==> src/rtl/log_scan_sequencer.sv <==
// log_scan_sequencer
//   Sweeps the log-select mux of the loop-diagnostic logger through a
//   programmable set of channels. After each select change it waits out the
//   mux pipeline, then captures `dwell` consecutive samples. Each sample is
//   streamed as one AXI-Stream beat tagged with its channel code.
//
// Ports
//   clk, rst_n            clock, asynchronous active-low reset
//   start, stop           sweep start pulse / abort request
//   continuous            re-run the sweep after the last channel (latched at start)
//   ch_mask, dwell        channel enable mask and samples per channel (latched at start)
//   sel_out               select code driven to the log mux
//   S_AXIS_LOG_tdata      mux output data
//   M_AXIS_*              captured sample stream (tuser = channel, tlast = end of sweep)
//   busy, done, overflow  status: not idle / sweep-complete pulse / sticky sample drop
module log_scan_sequencer #(
  parameter int unsigned NUM_CH  = 18,
  parameter int unsigned SETTLE  = 2,
  parameter int unsigned DWELL_W = 16
) (
  input  logic               clk,
  input  logic               rst_n,
  input  logic               start,
  input  logic               stop,
  input  logic               continuous,
  input  logic [31:0]        ch_mask,
  input  logic [DWELL_W-1:0] dwell,
  output logic [4:0]         sel_out,
  input  logic [31:0]        S_AXIS_LOG_tdata,
  output logic [31:0]        M_AXIS_tdata,
  output logic [4:0]         M_AXIS_tuser,
  output logic               M_AXIS_tlast,
  output logic               M_AXIS_tvalid,
  input  logic               M_AXIS_tready,
  output logic               busy,
  output logic               done,
  output logic               overflow
);

  localparam int unsigned SCW = (SETTLE < 1) ? 1 : $clog2(SETTLE + 1);

  typedef enum logic [1:0] {S_IDLE, S_SETTLE, S_CAPTURE, S_DONE} state_t;

  state_t              state_q, state_d;
  logic [NUM_CH-1:0]   mask_q;
  logic [NUM_CH-1:0]   start_mask;
  logic [DWELL_W-1:0]  dwell_q;
  logic [DWELL_W-1:0]  samp_cnt;
  logic [SCW-1:0]      settle_cnt;
  logic                cont_q;

  logic [4:0]          start_ch, wrap_ch, next_ch;
  logic                next_found;
  logic                accept, capture, last_samp;

  assign start_mask = ch_mask[NUM_CH-1:0];

  generate
    if (NUM_CH < 32) begin : g_unused_mask
      logic unused_mask_hi;
      assign unused_mask_hi = ^ch_mask[31:NUM_CH];
    end
  endgenerate

  // Descending scan so the lowest matching code is the one left standing.
  always_comb begin
    start_ch   = '0;
    wrap_ch    = '0;
    next_ch    = '0;
    next_found = 1'b0;
    for (int unsigned i = NUM_CH; i > 0; i--) begin
      if (start_mask[i-1]) start_ch = 5'(i - 1);
      if (mask_q[i-1])     wrap_ch  = 5'(i - 1);
      if (mask_q[i-1] && (5'(i - 1) > sel_out)) begin
        next_ch    = 5'(i - 1);
        next_found = 1'b1;
      end
    end
  end

  always_ff @(posedge clk or negedge rst_n) begin
    if (!rst_n) state_q <= S_IDLE;
    else        state_q <= state_d;
  end

  always_comb begin
    state_d   = state_q;
    busy      = (state_q != S_IDLE);
    done      = (state_q == S_DONE);
    accept    = 1'b0;
    capture   = 1'b0;
    last_samp = (samp_cnt == dwell_q - DWELL_W'(1));
    if (stop) begin
      state_d = S_IDLE;
    end else begin
      case (state_q)
        S_IDLE: begin
          if (start) begin
            accept  = 1'b1;
            state_d = (start_mask == '0) ? S_DONE : S_SETTLE;
          end
        end
        S_SETTLE: begin
          if (settle_cnt <= SCW'(1)) state_d = S_CAPTURE;
        end
        S_CAPTURE: begin
          capture = 1'b1;
          if (last_samp) state_d = (next_found || cont_q) ? S_SETTLE : S_DONE;
        end
        S_DONE:  state_d = S_IDLE;
        default: state_d = S_IDLE;
      endcase
    end
  end

  always_ff @(posedge clk or negedge rst_n) begin
    if (!rst_n) begin
      sel_out       <= '0;
      mask_q        <= '0;
      dwell_q       <= '0;
      cont_q        <= 1'b0;
      samp_cnt      <= '0;
      settle_cnt    <= '0;
      M_AXIS_tdata  <= '0;
      M_AXIS_tuser  <= '0;
      M_AXIS_tlast  <= 1'b0;
      M_AXIS_tvalid <= 1'b0;
      overflow      <= 1'b0;
    end else begin
      if (accept) begin
        mask_q   <= start_mask;
        dwell_q  <= (dwell == '0) ? DWELL_W'(1) : dwell;
        cont_q   <= continuous;
        samp_cnt <= '0;
        overflow <= 1'b0;
        if (start_mask != '0) begin
          sel_out    <= start_ch;
          settle_cnt <= SCW'(SETTLE);
        end
      end

      if (state_q == S_SETTLE && settle_cnt != '0)
        settle_cnt <= settle_cnt - SCW'(1);

      if (capture) begin
        // Schedule always advances; a blocked output only costs the sample.
        if (last_samp) begin
          samp_cnt <= '0;
          if (next_found) begin
            sel_out    <= next_ch;
            settle_cnt <= SCW'(SETTLE);
          end else if (cont_q) begin
            sel_out    <= wrap_ch;
            settle_cnt <= SCW'(SETTLE);
          end
        end else begin
          samp_cnt <= samp_cnt + DWELL_W'(1);
        end

        if (!M_AXIS_tvalid || M_AXIS_tready) begin
          M_AXIS_tdata  <= S_AXIS_LOG_tdata;
          M_AXIS_tuser  <= sel_out;
          M_AXIS_tlast  <= last_samp && !next_found;
          M_AXIS_tvalid <= 1'b1;
        end else begin
          overflow <= 1'b1;
        end
      end else if (M_AXIS_tready) begin
        M_AXIS_tvalid <= 1'b0;
      end
    end
  end

endmodule

==> config.mk <==
export PLATFORM = sky130hd
export DESIGN_NAME = log_scan_sequencer
export DESIGN_NICKNAME = d
export VERILOG_FILES = /design/src/rtl/log_scan_sequencer.sv
export SDC_FILE = /design/constraint.sdc
export NUM_CORES = 1
export LEC_CHECK = 0
export CAP_MARGIN = 20
export CORE_ASPECT_RATIO = 1.2
export CORE_MARGIN = 3
export CORE_UTILIZATION = 30
export DETAILED_ROUTE_END_ITERATION = 8
export GPL_TIMING_DRIVEN = 0
export SYNTH_ARGS = -nofsm -noshare
export SYNTH_HDL_FRONTEND = slang
export SYNTH_SLANG_ARGS = --single-unit
==> constraint.sdc <==
create_clock -name clk -period 3.9 [get_ports clk]
set_input_delay 0.78 -clock clk [delete_from_list [all_inputs] [get_ports clk]]
set_output_delay 0.78 -clock clk [all_outputs]
set_load 0.03 [all_outputs]
==> reports/metrics.yaml, run 1 <==
netlist_top_cells_count: "dfrtp_1, mux2_2, nor2_1, nand2_1, o21ai_0"
dp.final_hpwl_um: 12540
drt-total-wl_um: 16420
synth_top_area_cell: "dfrtp_1"
syn_nets: 673
grt_pass1_wl_um: 26550
synth_warnings: 0
skew_ns: 0.008687
maxCapViolCount: 0
clk_pin_slew_ns: 0.08
slew_headroom_pct: 43.46
worstPathRequired_ns: 4.15
worst_setup_path_start_kind: "input pin"
ant_nets: 0
dp.cells: 955
start_util_pct: 31.02
synth-seq-cells: 100
cp.arrival_ns: 3.46
antenna_found_initial: 0
place_area_um2: 7248
synth_cells: 583
cts_tree: "built"
diodes: 0
critical_path_class: "in2reg"
overflow: 0
grtUsageTotal_pct: 16.09
synth_cell_types: 71
die_y_um: 157.3
synth_edf_count: 0
avgRoutedWirePerCell_um: 16.91
rsz0062_at_grt: "no"
core_um2: 18450
fill_cells: 1863
post-route-period-util_pct: 82.41
syn2layout_area_growth_pct: 31.75
critPathLaunch: "ch_mask[7]"
io_pins: 133
slew_viol_final: 0
final_cells: 971
htree_levels: 3
critical_path.max_fanout: 6
num_rows: 54
grt_pass1_vias: 4903
ys_top_cells_by_area: "dfrtp_1, mux2_2, nor2_1"
cts_buffers: 9
max_clock_freq_ghz: 0.3111
drive_gt1_share_pct: 14.19
pwr-share-comb_pct: 50.5
yosysMostFrequentCell: "dfrtp_1"
pwr-share-seq_pct: 33.3
cts_resized: 0
synth_ff_type: "dfrtp_1"
p_per_area_nw_per_um2: 737.4
gpl.final_weighted_congestion: 0.8787
layout_min_cycle_time_ns: 3.214
reg2reg_from: "dwell_q[1]"
p_leak_uw: 0.002991
worst_pin_slew_ns: 0.8390
drt-vias-per-instance: 5.084
drc: 0
syn_area_per_cell_um2: 9.814
synth_area_um2: 5722
clock_latency_ns: 0.36
netlist.area_leader.share_pct: 43.73
finalHoldViolations: 0
die-area_um2: 20770
first_pass_iters: 5
fin_hold_ws_ns: 0.4534
post-cts-setup-buffer-count: 0
switchingPower_uw: 2390
yosysSeqAreaShare_pct: 43.73
die_w_um: 132.1
grt_max_degree: 53
io_buffers: 118
power.share.clock_pct: 16.1
clk_path_buf_depth: 2
outcome: "completed"
num_vias: 4937
final_nets: 804
cellInternalPower_uw: 3169
final.setup.tns_ns: 0
ir_drop_uv: 392.2
end_kind: "flop"
hold_class: "in2async"
switching_share_pct: 43.00
final_area_um2: 7538
setup_viol: 0
post-route-util_pct: 40.87
drt_iter0_drc: 308
clockRootBuffer: "clkbuf_16"
synth-async-reset-ratio_pct: 100.0
cts_hold_buf: 0
cts_sinks: 100
==> final timing paths <==
check,slack [ns],endpoint,cells after the start
worst max-delay path,0.69,sel_out[1],9
worst min register to register,0.48,M_AXIS_tuser[3],2
max in group asynchronous,2.75,mask_q[2],2
worst min-delay path,0.45,samp_cnt[3],1
min in group clk,0.48,M_AXIS_tuser[3],2
worst max register to register,0.77,samp_cnt[3],9
==> routing by layer <==
layer  vias to the layer above  track usage (%)  wire length (µm)
met3                        19            4.252               958
met5                         -                0                 0
met2                       151            27.85              8331
met1                      2372            19.37              6824
met4                         0            5.803               303
li1                       2395                -                 -
==> state kept, by name, indices dropped and copies added (netlist names) <==
signal and flops:
M_AXIS_tdata 32, M_AXIS_tlast 1, M_AXIS_tuser 5, M_AXIS_tvalid 1
cont_q 1, dwell_q 16, mask_q 18, overflow 1
samp_cnt 16, sel_out 5, settle_cnt 2, state_q 2
==> power groups by stage <==
stage	logic, µW	registers [µW]	clock network [µW]
floorplan	1500	2170	0
global placement	2800	1860	0
detailed placement	2810	1870	0
CTS	2830	1860	930
global route	3060	1920	973
finish	2810	1850	897
==> layout make-up <==
cell class                 instances  area [µm²]  share of cell area [%]
sequential                       100        2502                   33.20
inverter                          23       86.33                   1.145
clock buffer                       9       225.2                   2.988
buffer                            30       135.1                   1.793
tap                              252       315.3                   4.183
multi-input combinational        430        2998                   39.77
timing repair buffer             120        1211                   16.07
clock inverter                     7       65.06                  0.8631
==> cells by family (layout without fill, tap and decap cells) <==
family          Yosys count  in the layout  synth area share, %
buf+inv                  53            189                3.870
simple gates            204            204                18.41
mux                      65             65                12.75
compound gates          132            132                16.27
fa+ha+maj                 4              4               0.8747
flops                   100            100                43.73
xor+xnor                 25             25                4.089
==> placed cells by master (no fill, tap or decap), drive strengths merged, types with 4 or more instances in the layout <==
master and instances:
a211oi 6, a21o 4, a21oi 27, a32oi 5
and3 4, buf 13, clkbuf 29, clkdlybuf4s50 117
dfrtp 100, ha 4, inv 27, mux2 63
nand2 44, nand2b 10, nand3 24, nand4 9
nor2 51, nor2b 9, nor3 14, nor3b 4
nor4 16, o211ai 4, o21ai 28, o22ai 5
o31ai 11, or2 4, or3 4, xnor2 9
xor2 15
==> stage by stage <==
step / total power [µW] / worst slack, ns
2_1_floorplan: 3665 / 1.206
3_3_place_gp: 4662 / -2.070
3_5_place_dp: 4683 / 0.2868
4_1_cts: 5613 / 0.6753
5_1_grt: 5952 / 0.3929
6_report: 5559 / 0.6859
==> critical path: stages <==
cell	delay (ns)
clkdlybuf4s50_1	0.49
nor4_1	0.44
nand2_1	0.20
o41ai_1	0.73
buf_2	0.29
nor3_1	0.06
a22oi_1	0.21
a21oi_1	0.07
a21o_1	0.19
Power figures use the tool's default switching activity.
==> run 2, diff against run 1 <==
==> constraint.sdc (replaced) <==
create_clock -name clk -period 3.03 [get_ports clk]
set_input_delay 0.606 -clock clk [delete_from_list [all_inputs] [get_ports clk]]
set_output_delay 0.606 -clock clk [all_outputs]
set_load 0.03 [all_outputs]
==> reports/metrics.yaml, run 2 (same netlist as run 1, synthesis figures left out) <==
grt_pass1_vias: 4906
pwr-share-seq_pct: 33.4
r2r_end: "samp_cnt[13]"
max_clock_freq_ghz: 0.3526
top_register: "M_AXIS_tdata"
switching_share_pct: 43.09
hold_class: "in2async"
die_w_um: 132.1
core_um2: 18450
layout_min_cycle_time_ns: 2.836
io_pins: 133
switchingPower_uw: 3110
place_area_um2: 7248
maxCapViolCount: 0
clock_latency_ns: 0.36
reg2reg_depth: 9
ir_drop_uv: 504.8
worst_slack_ns: 0.1936
pwr-share-comb_pct: 50.6
outcome: "completed"
num_vias: 4946
cts_tree: "built"
worst_setup_path_start_kind: "flop"
skew_ns: 0.008578
critical_path_class: "reg2reg"
cpPeakStageDelay_ns: 0.61
cp_slowest_cell: "or4_4"
reg_top3: "M_AXIS_tdata (32), mask_q (18)"
total_power_uw: 7217
cellInternalPower_uw: 4107
cts_hold_buf: 0
dp.final_hpwl_um: 12540
slew_headroom_pct: 54.80
htree_levels: 3
ant_nets: 0
cp-endpoint: "samp_cnt[13]"
multi_input_area_um2: 3060
overflow: 0
first_pass_iters: 4
layout_commonest_cell: "clkdlybuf4s50_1"
slew_viol_final: 0
io_buffers: 118
grtUsageTotal_pct: 16.09
final_area_um2: 7644
mostFrequentLayoutCells: "clkdlybuf4s50_1, dfrtp_1, mux2_2, nor2_1, nand2_1"
path_buf_inv: 2
final.setup.tns_ns: 0
cts_buffers: 9
ff2ff_setup_slack_ns: 0.19
post-route-period-util_pct: 93.61
die_y_um: 157.3
critical_path_depth: 9
grt_max_degree: 53
diodes: 0
cp.arrival_ns: 3.08
worst_pin_slew_ns: 0.6718
rsz0062_at_grt: "no"
reg2reg_from: "dwell_q[3]"
critical_path.max_fanout: 9
critPathMostFrequentCell: "or4_4"
avgRoutedWirePerCell_um: 16.86
drt-vias-per-instance: 5.078
grt_pass1_wl_um: 26560
critPathLaunch: "dwell_q[3]"
drt_iter0_drc: 350
syn2layout_area_growth_pct: 33.59
clk_pin_slew_ns: 0.07
die-area_um2: 20770
final_nets: 807
fill_cells: 1856
power.share.clock_pct: 16.0
largest_register_ffs: 32
cts_sinks: 100
drc: 0
setup_viol: 0
num_rows: 54
p_per_area_nw_per_um2: 944.2
worstPathRequired_ns: 3.28
antenna_found_initial: 0
regArea_um2: 2502
gpl.final_weighted_congestion: 0.8787
p_leak_uw: 0.003040
clockRootBuffer: "clkbuf_16"
finalHoldViolations: 0
start_util_pct: 31.02
clk_path_buf_depth: 2
end_kind: "flop"
cp_top_family: "simple AND/OR/NAND/NOR gates"
cp_cell_sequence: "or4_4 > nor3_1 > mux2i_1 > nand4_1 > or4_4 > buf_6 > a21oi_4 > buf_12 > nor2_1"
pre_cts_ws_ns: -0.4092
drive_gt1_share_pct: 15.93
drt-total-wl_um: 16420
## run 2: cell types whose count changed in the layout (fill, tap and decap cells not counted), sizes merged
cell | previous run | this run
buf | 13 | 17
clkbuf | 29 | 28
## run 2: worst min-delay path by stage
stage | startpoint | endpoint | slack (ns)
after global placement | M_AXIS_tuser[4] | M_AXIS_tuser[4] | 0.46
after CTS | rst_n | samp_cnt[1] | 0.31
after floorplan | rst_n | M_AXIS_tdata[0] | 0.31
final | rst_n | samp_cnt[3] | 0.28
after detailed placement | M_AXIS_tuser[3] | M_AXIS_tuser[3] | 0.47
after global routing | rst_n | samp_cnt[3] | 0.32
## run 2: final cells by class
class                           instances  area share (%)
Sequential cell                       100           32.74
Timing Repair Buffer                  124           16.40
Inverter                               23           1.129
Multi-Input combinational cell        430           40.04
Tap cell                              252           4.125
Buffer                                 29           1.768
Clock inverter                          7          0.8512
Clock buffer                            9           2.946
## run 2: worst reg2reg max path, cell delays in order, from the launching register on
cell	delay, ns
dfrtp_1	0.47
or4_4	0.61
nor3_1	0.23
mux2i_1	0.27
nand4_1	0.11
or4_4	0.53
buf_6	0.15
a21oi_4	0.16
buf_12	0.14
nor2_1	0.05
## run 2: stage by stage
stage / hold slack (ns) / utilization (%) / std cells
after floorplan: 0.3104 / - / 583
final: 0.2814 / 41.44 / 974
after global placement: 0.4634 / 39.13 / 953
after global routing: 0.3241 / 41.44 / 974
after detailed placement: 0.4729 / 39.30 / 955
after CTS: 0.3108 / 40.94 / 971
## run 2: layer usage
metal,track usage (%),vias up,wire [µm],share of wire [%]
met5,0,-,0,0
met4,5.803,0,337,2.1
met3,4.252,25,1015,6.2
met2,27.85,143,8252,50
met1,19.37,2377,6817,42
li1,-,2401,-,-
## run 2: power groups by stage
stage / Sequential [µW] / Combinational, µW / Clock (µW)
final: 2410 / 3650 / 1150
after global routing: 2500 / 3970 / 1250
after CTS: 2390 / 3650 / 1200
after detailed placement: 2410 / 3620 / 0
after global placement: 2400 / 3600 / 0
after floorplan: 2790 / 1930 / 0
## run 2: repair_timing
action | 4_1_cts | 5_1_grt
setup buffers | 0 | 4
endpoints found under the setup margin | 5 | 37
resized for setup | 2 | 12
pin swaps | 0 | 3
